$ cat src/rtl/jstk_poll_ctrl.sv
// jstk_poll_ctrl: PmodJSTK transfer sequencer and field unpacker; JSTK_WATCHDOG_EN adds a per-transfer timeout.
module jstk_poll_ctrl #(
  parameter int POLL_PERIOD    = 2_500_000,
  parameter int TIMEOUT_CYCLES = 8192
) (
  input  logic        clk,
  input  logic        rst,
  input  logic        enable,
  input  logic        poll_now,
  input  logic [1:0]  leds,
  output logic        spi_trigger,
  output logic [39:0] spi_out_bytes,
  input  logic [39:0] spi_in_bytes,
  input  logic        spi_cs,
  output logic [9:0]  x,
  output logic [9:0]  y,
  output logic [2:0]  buttons,
  output logic        valid,
  output logic        busy,
  output logic        err
);
  typedef enum logic [1:0] {IDLE, REQ, XFER, LATCH} state_t;
  localparam int PW = $clog2(POLL_PERIOD);
  state_t        state;
  logic [PW-1:0] cnt;
  logic          cs_q, tick, launch, timeout;
  logic          unused_in;
  assign unused_in = ^{spi_in_bytes[31:26], spi_in_bytes[15:10], spi_in_bytes[7:3]};
  assign tick   = cnt == PW'(POLL_PERIOD - 1);
  assign launch = enable & (tick | poll_now) & (state == IDLE);
  always_ff @(posedge clk or posedge rst)
    if (rst) begin
      cnt  <= '0;
      cs_q <= 1'b1;
    end else begin
      cnt  <= (!enable || tick) ? '0 : cnt + PW'(1);
      cs_q <= spi_cs;
    end
`ifdef JSTK_WATCHDOG_EN
  localparam int TW = $clog2(TIMEOUT_CYCLES);
  logic [TW-1:0] wd;
  logic          in_xfer;
  assign in_xfer = (state == REQ) || (state == XFER);
  assign timeout = in_xfer && (wd == TW'(TIMEOUT_CYCLES - 1));
  always_ff @(posedge clk or posedge rst)
    if (rst) wd <= '0;
    else     wd <= in_xfer ? wd + TW'(1) : '0;
`else
  localparam int unused_timeout = TIMEOUT_CYCLES;
  assign timeout = 1'b0;
`endif
  always_ff @(posedge clk or posedge rst)
    if (rst) begin
      state         <= IDLE;
      spi_trigger   <= 1'b0;
      spi_out_bytes <= '0;
      x             <= '0;
      y             <= '0;
      buttons       <= '0;
      valid         <= 1'b0;
      busy          <= 1'b0;
      err           <= 1'b0;
    end else begin
      valid <= 1'b0;
      if (timeout) begin
        state       <= IDLE;
        spi_trigger <= 1'b0;
        busy        <= 1'b0;
        err         <= 1'b1;
      end else
        case (state)
          IDLE: if (launch) begin
            state         <= REQ;
            spi_trigger   <= 1'b1;
            busy          <= 1'b1;
            spi_out_bytes <= {6'b100000, leds, 32'h0};
          end
          REQ: if (!cs_q) begin
            state       <= XFER;
            spi_trigger <= 1'b0;
          end
          XFER: if (cs_q) state <= LATCH;
          LATCH: begin
            x       <= {spi_in_bytes[25:24], spi_in_bytes[39:32]};
            y       <= {spi_in_bytes[9:8], spi_in_bytes[23:16]};
            buttons <= spi_in_bytes[2:0];
            valid   <= 1'b1;
            err     <= 1'b0;
            busy    <= 1'b0;
            state   <= IDLE;
          end
        endcase
    end
endmodule

$ cat config.mk
export PLATFORM = sky130hd
export DESIGN_NAME = jstk_poll_ctrl
export DESIGN_NICKNAME = d
export VERILOG_FILES = /design/src/rtl/jstk_poll_ctrl.sv
export SDC_FILE = /design/constraint.sdc
export NUM_CORES = 1
export LEC_CHECK = 0
export BUFFER_PORTS_ARGS = -buffer_cell sky130_fd_sc_hd__buf_2
export CAP_MARGIN = 20
export CORE_MARGIN = 4
export CORE_UTILIZATION = 50
export DETAILED_ROUTE_END_ITERATION = 8
export GPL_TIMING_DRIVEN = 0
export HOLD_SLACK_MARGIN = 0.12
export PLACE_DENSITY = 0.84
export REMOVE_ABC_BUFFERS = 1
export SYNTH_ARGS = -nofsm -noshare
export SYNTH_HDL_FRONTEND = slang
export SYNTH_SLANG_ARGS = --single-unit
$ cat constraint.sdc
create_clock -name clk -period 4.5 [get_ports clk]
set_clock_uncertainty 0.1 [all_clocks]
set_input_delay 0.9 -clock clk [delete_from_list [all_inputs] [get_ports clk]]
set_output_delay 0.9 -clock clk [all_outputs]
set_load 0.02 [all_outputs]
# Word level (Yosys, flattened, before mapping)
# Cells that the tools add are included.
totals:
  ff_bits: 54
  input_bits: 47
  word_cells: 40
  out_inout_bits: 67
classes:
  bitwise_logic: 3
  n_eq_ne: 7
  muxes: 10
  add_sub_neg: 1
  n_reduce_logical: 9
ops:
  columns: ["cell", "count"]
  rows:
  - ["adder 22 x 1 -> 22 bit, second input constant", 1]
  - ["== test 22 bit, second input constant", 1]
  - ["2-to-1 mux 22 bit", 1]
  - ["case mux 2 bit (4 select lines)", 1]
  - ["2-to-1 mux 2 bit", 3]
  - ["inequality test 2 bit, second input constant", 3]
  - ["AND reduction 3 bit", 2]
  - ["== test 2 bit, second input constant", 2]
  - ["case mux 1 bit (2 select lines)", 2]
  - ["AND reduction 2 bit", 2]
  - ["nonzero test 2 bit", 2]
  - ["2-to-1 mux 1 bit", 3]
  - ["bitwise AND 1 bit", 2]
  - ["== test 2 x 1 -> 1 bit, second input constant", 1]
  - ["zero test 2 bit", 1]
  - ["zero test 1 bit", 1]
  - ["logical OR 1 bit", 1]
  - ["bitwise OR 1 bit", 1]

# Depth between registers and ports, before layout
depth:
  depth_word: 6
  ltp_mapped: 7
  ltp_nobuf: 6

# Least setup slack after synthesis
# OpenSTA, ideal clock, no wires.
synth_timing:
  path_type: "reg2reg"
  start: "register cnt[19]"
  end: "register state[1]"
  setup_ns: 0.125
  required_ns: 4.275
  setup_slack_ns: 2.307
  stages_incl_launch_ff: 6
  period_less_slack_ns: 2.193
  t_arrival_ns: 1.968
  path_buffers: 0
  path_cell_list: "dfrtp_1 or4b_1 or3_4 o311ai_4 nand3_2 mux2_4"
synth_via:
  elab_chain_cells: 6
synth_lines:
  columns: ["item", "line", "source"]
  rows:
  - ["start: declaration", "25", "logic [PW-1:0] cnt;"]
  - ["start signal: assignment", "36", "cnt <= (!enable || tick) ? '0 : cnt + PW'(1);"]
  - ["== test 22 bit", "29", "assign tick = cnt == PW'(POLL_PERIOD - 1);"]
  - ["bitwise OR 1 bit", "30", "assign launch = enable & (tick | poll_now) & (state == IDLE);"]
  - ["bitwise AND 1 bit (2 in a row)", "30", null]
  - ["inequality test 2 bit (no source line)", null, null]
  - ["AND reduction 3 bit (no source line)", null, null]
  - ["end signal: assignment", "54", "state <= IDLE;"]
  - ["end signal: assignment", "66", "state <= IDLE;"]
  - ["end signal: assignment", "73", "state <= REQ;"]
  - ["end: declaration", "24", "state_t state;"]
# No other way between the ends.
# A chain may end at the register's enable or synchronous reset.

# Final worst setup path
layout_timing:
  start: "register cnt[16]"
  end: "register cnt[9]"
layout_via:
  elab_chain_cells: 3
layout_lines:
  columns: ["item", "line"]
  rows:
  - ["== test 22 bit", "29"]
  - ["logical OR 1 bit", "36"]
  - ["2-to-1 mux 22 bit", "36"]
# No other way between the ends.

==> summary by stage <==
Floorplan
The total number of placement rows is 26. The floorplan step set the die width to a little over 80 um. For this configuration, the core starts out at a cell density of 0.521. The I/O pin total is 114. Measured along the y axis, the die boundary spans between 80 and 90 um.

The die covers roughly 6600 um2. The floorplan step defined a core boundary enclosing just over 5000 um2.

Synth
The area fraction of the dominant cell type after synthesis is 0.492. The largest area contributor in the synthesized netlist is dfrtp_1. The synthesized design contains 54 register bits. The number of synthesis warnings is 0. In the post-synthesis netlist, the biggest area contributors are dfrtp_1, buf_4, mux2_2, xnor2_1, nor2_1. For this run, the register share of the synthesized area comes to 0.502. The number of standard cells after synthesis is 243. Summing every instance area after synthesis gives 2700 um2.

The netlist uses 36 different library cells. The average instance area after synthesis is 11.1 um2.

Setup path
STA puts the critical path data required time at between 4 and 5 ns. The worst path buffer plus inverter count is 1. Counting buffers and inverters, the worst setup path is 5 cells deep. The endpoint class of the critical path is a flip-flop. The delay of the slowest cell on the worst path is between 0.5 and 0.6 ns. The signal on the critical path passes through or4b_1 -> or3_4 -> o21ai_1 -> buf_6 -> nor2_1.

Data arrives at the worst endpoint at 2.50 ns. Of all nets on the critical path, the largest fanout is 14. The worst register-to-register path has a depth of 5. The slowest stage of the critical path belongs to the cell o21ai_1.

The type of element launching the critical path is a flip-flop. The critical path in this run is classified as flip-flop to flip-flop. The cell type group with the largest total delay on the critical path is simple AND/OR/NAND/NOR gates.

STA
Setup repair after global routing left no endpoint under its margin. Of the available clock period, the critical path in the final layout requires 0.532. Setup violations remaining at the end of the flow were counted as 0. Measured against its own limit, the worst slew margin works out to 0.316.

The count of pins over their slew limit came to 0. The minimum period implied by the final worst setup slack is 2.39 ns. The pin slew with the least headroom to its limit is about 1.0 ns. Based on the critical path, the design can be clocked at up to 418 MHz. The count of final hold-check violations was 0.

The setup TNS is 0 ns. The worst-case setup margin in the final layout is 2.11 ns.

Global routing
After global routing the overflow that remains totals 0. The via count of the first global-routing pass is 1,746. The all-layer global routing usage is 0.156. The initial antenna violation count is 0. The global-route wire length before repair is 7870 um. The largest net degree at the start of global routing is 37.

Clock network
The hold-fix buffer count after cts is 0. Post-CTS timing repair inserted 0 buffers for setup. The number of resized instances in the post-cts repair step is 0. The clock insertion delay at the later pin of the skew report is a little over 0.3 ns. Counting every sink on the clock net gives 54.

The maximum root-to-sink buffer count is 2. The clock root buffer is clkbuf_8. The CTS buffer count is 5. The H-tree depth is 2. TritonCTS built the clock tree. Clock-pin slew was measured on the worst setup and hold paths at approximately 0.10 ns.

Job
The number of maximum-capacitance constraint violations is 0.

Drt
The overall routed net length is approximately 4800 um. The average vias per placed instance is 4.79. After detailed routing, the average wire length per cell comes to 12.8 um. The number of search-and-repair iterations in the first detailed-routing pass is 4. The number of violations reported at the end of detailed-routing iteration 0 is 105. The remaining design rule violation count is 0. The post-route antenna net violation count is 0. The total vias in the final route is 1,792.

Placed design
At the placement stage, the worst setup path has a slack of roughly 2.1 ns. The congestion estimate from routability-driven global placement came to 0.819. After detailed placement, the total cell area comes to 2930 um2. The number of instances in the placed design is 366. Detailed placement finished with a half-perimeter wire length of 3580 um.

Port buffering added 58 buffers.

Status
The flow ran to the end, and the final reports show no timing, DRC or antenna violations.

Layout
0 antenna diodes ended up in the layout. The number of non-filler instances in the completed layout is ~370. The area growth from synthesis to layout is 12.4%. The net count of the finished layout is 355. In the final layout, the share of cells above drive strength 1 is 0.336. Once layout is done, the placed cells without fillers occupy 3030 um2.

Power and ir drop
The maximum VDD drop is 260 uV. Dividing total power by cell area gives a power density of 548 nW/um2. For this design the static power due to leakage is 0.00141 uW.

The completed layout was analyzed and its total power is about 1700 uW.

Hold path
The type of the most critical hold path is flip-flop to flip-flop. The number of cells on the worst hold path is 1.
## cell usage after synthesis, drive strengths merged
cell,number
nand3,10
nand4,3
o311ai,1
ha,5
or4b,1
mux2,26
nor3b,1
o22ai,1
dfstp,1
clkbuf,4
nor4bb,1
nor3,7
nand2b,1
dfrtp,53
o2bb2ai,1
xnor2,16
o21ai,3
xor2,2
or3,3
a21oi,3
inv,12
buf,40
conb,1
nor2,25
nor4b,1
nor2b,1
or2,2
nor4,2
a22oi,1
and4,3
o31ai,1
nand2,11
## kinds of logic (layout without fill, tap and decap cells)
family,after synthesis,in the layout,share of synthesized area
simple gates,72,72,0.136
buf+inv,56,80,0.132
flops,54,54,0.502
mux,26,26,0.110
xor+xnor,18,18,0.0585
compound gates,11,11,0.0371
fa+ha+maj,5,5,0.0232
other cells,1,38,0.00139
## flip-flops by register name, summed over array words and instances, names as in the netlist
| signal | count |
|---|---|
| spi_trigger | 1 |
| spi_out_bytes | 3 |
| cs_q | 1 |
| state | 2 |
| valid | 1 |
| cnt | 22 |
| busy | 1 |
| buttons | 3 |
| y | 10 |
| x | 10 |
## per-stage QoR
stage               hold slack [ns]  utilization
global placement              0.360        0.561
detailed placement            0.361        0.567
CTS                           0.384        0.586
global route                  0.413        0.586
floorplan                     0.348            -
finish                        0.382        0.586
## report_power, final
part           internal [uW]  switching, uW
registers                629           70.5
logic                    292            388
clock network            115            167
## metal layers
layer / track usage / part of all wire / vias to the layer above
li1: - / - / 853
met1: 0.179 / 0.38 / 860
met2: 0.277 / 0.52 / 70
met3: 0.0340 / 0.079 / 9
met4: 0.0726 / 0.020 / 0
met5: 0 / 0 / -
## cell type report
cell class | instances | area, um2
multi-input cells | 170 | 1130
clock inverters | 3 | 28.8
repair buffers | 60 | 322
flip-flops and latches | 54 | 1350
inverters | 12 | 45.0
clock buffers | 5 | 68.8
fillers | 426 | 2140
well taps | 70 | 87.6
## worst paths after layout
path	start	slack, ns	to
worst max-delay path	cnt[16]	2.11	cnt[9]
worst min-delay path	spi_out_bytes[39]	0.38	spi_out_bytes[39]
worst max register to register	cnt[16]	2.11	cnt[9]
worst min register to register	spi_out_bytes[39]	0.38	spi_out_bytes[39]
max in group asynchronous	rst	3.27	cs_q
min in group asynchronous	rst	0.45	y[2]
## layout by cell type (no fill, tap or decap), types with 3 or more instances in the layout
cell type and instances:
a21oi_1 3, and4_1 3, buf_2 58, clkbuf_8 5
conb_1 38, dfrtp_1 53, ha_1 5, inv_1 11
mux2_2 25, nand2_1 11, nand3_1 9, nand4_1 3
nor2_1 25, nor3_1 7, xnor2_1 16
(Power assumes the default switching activity.)
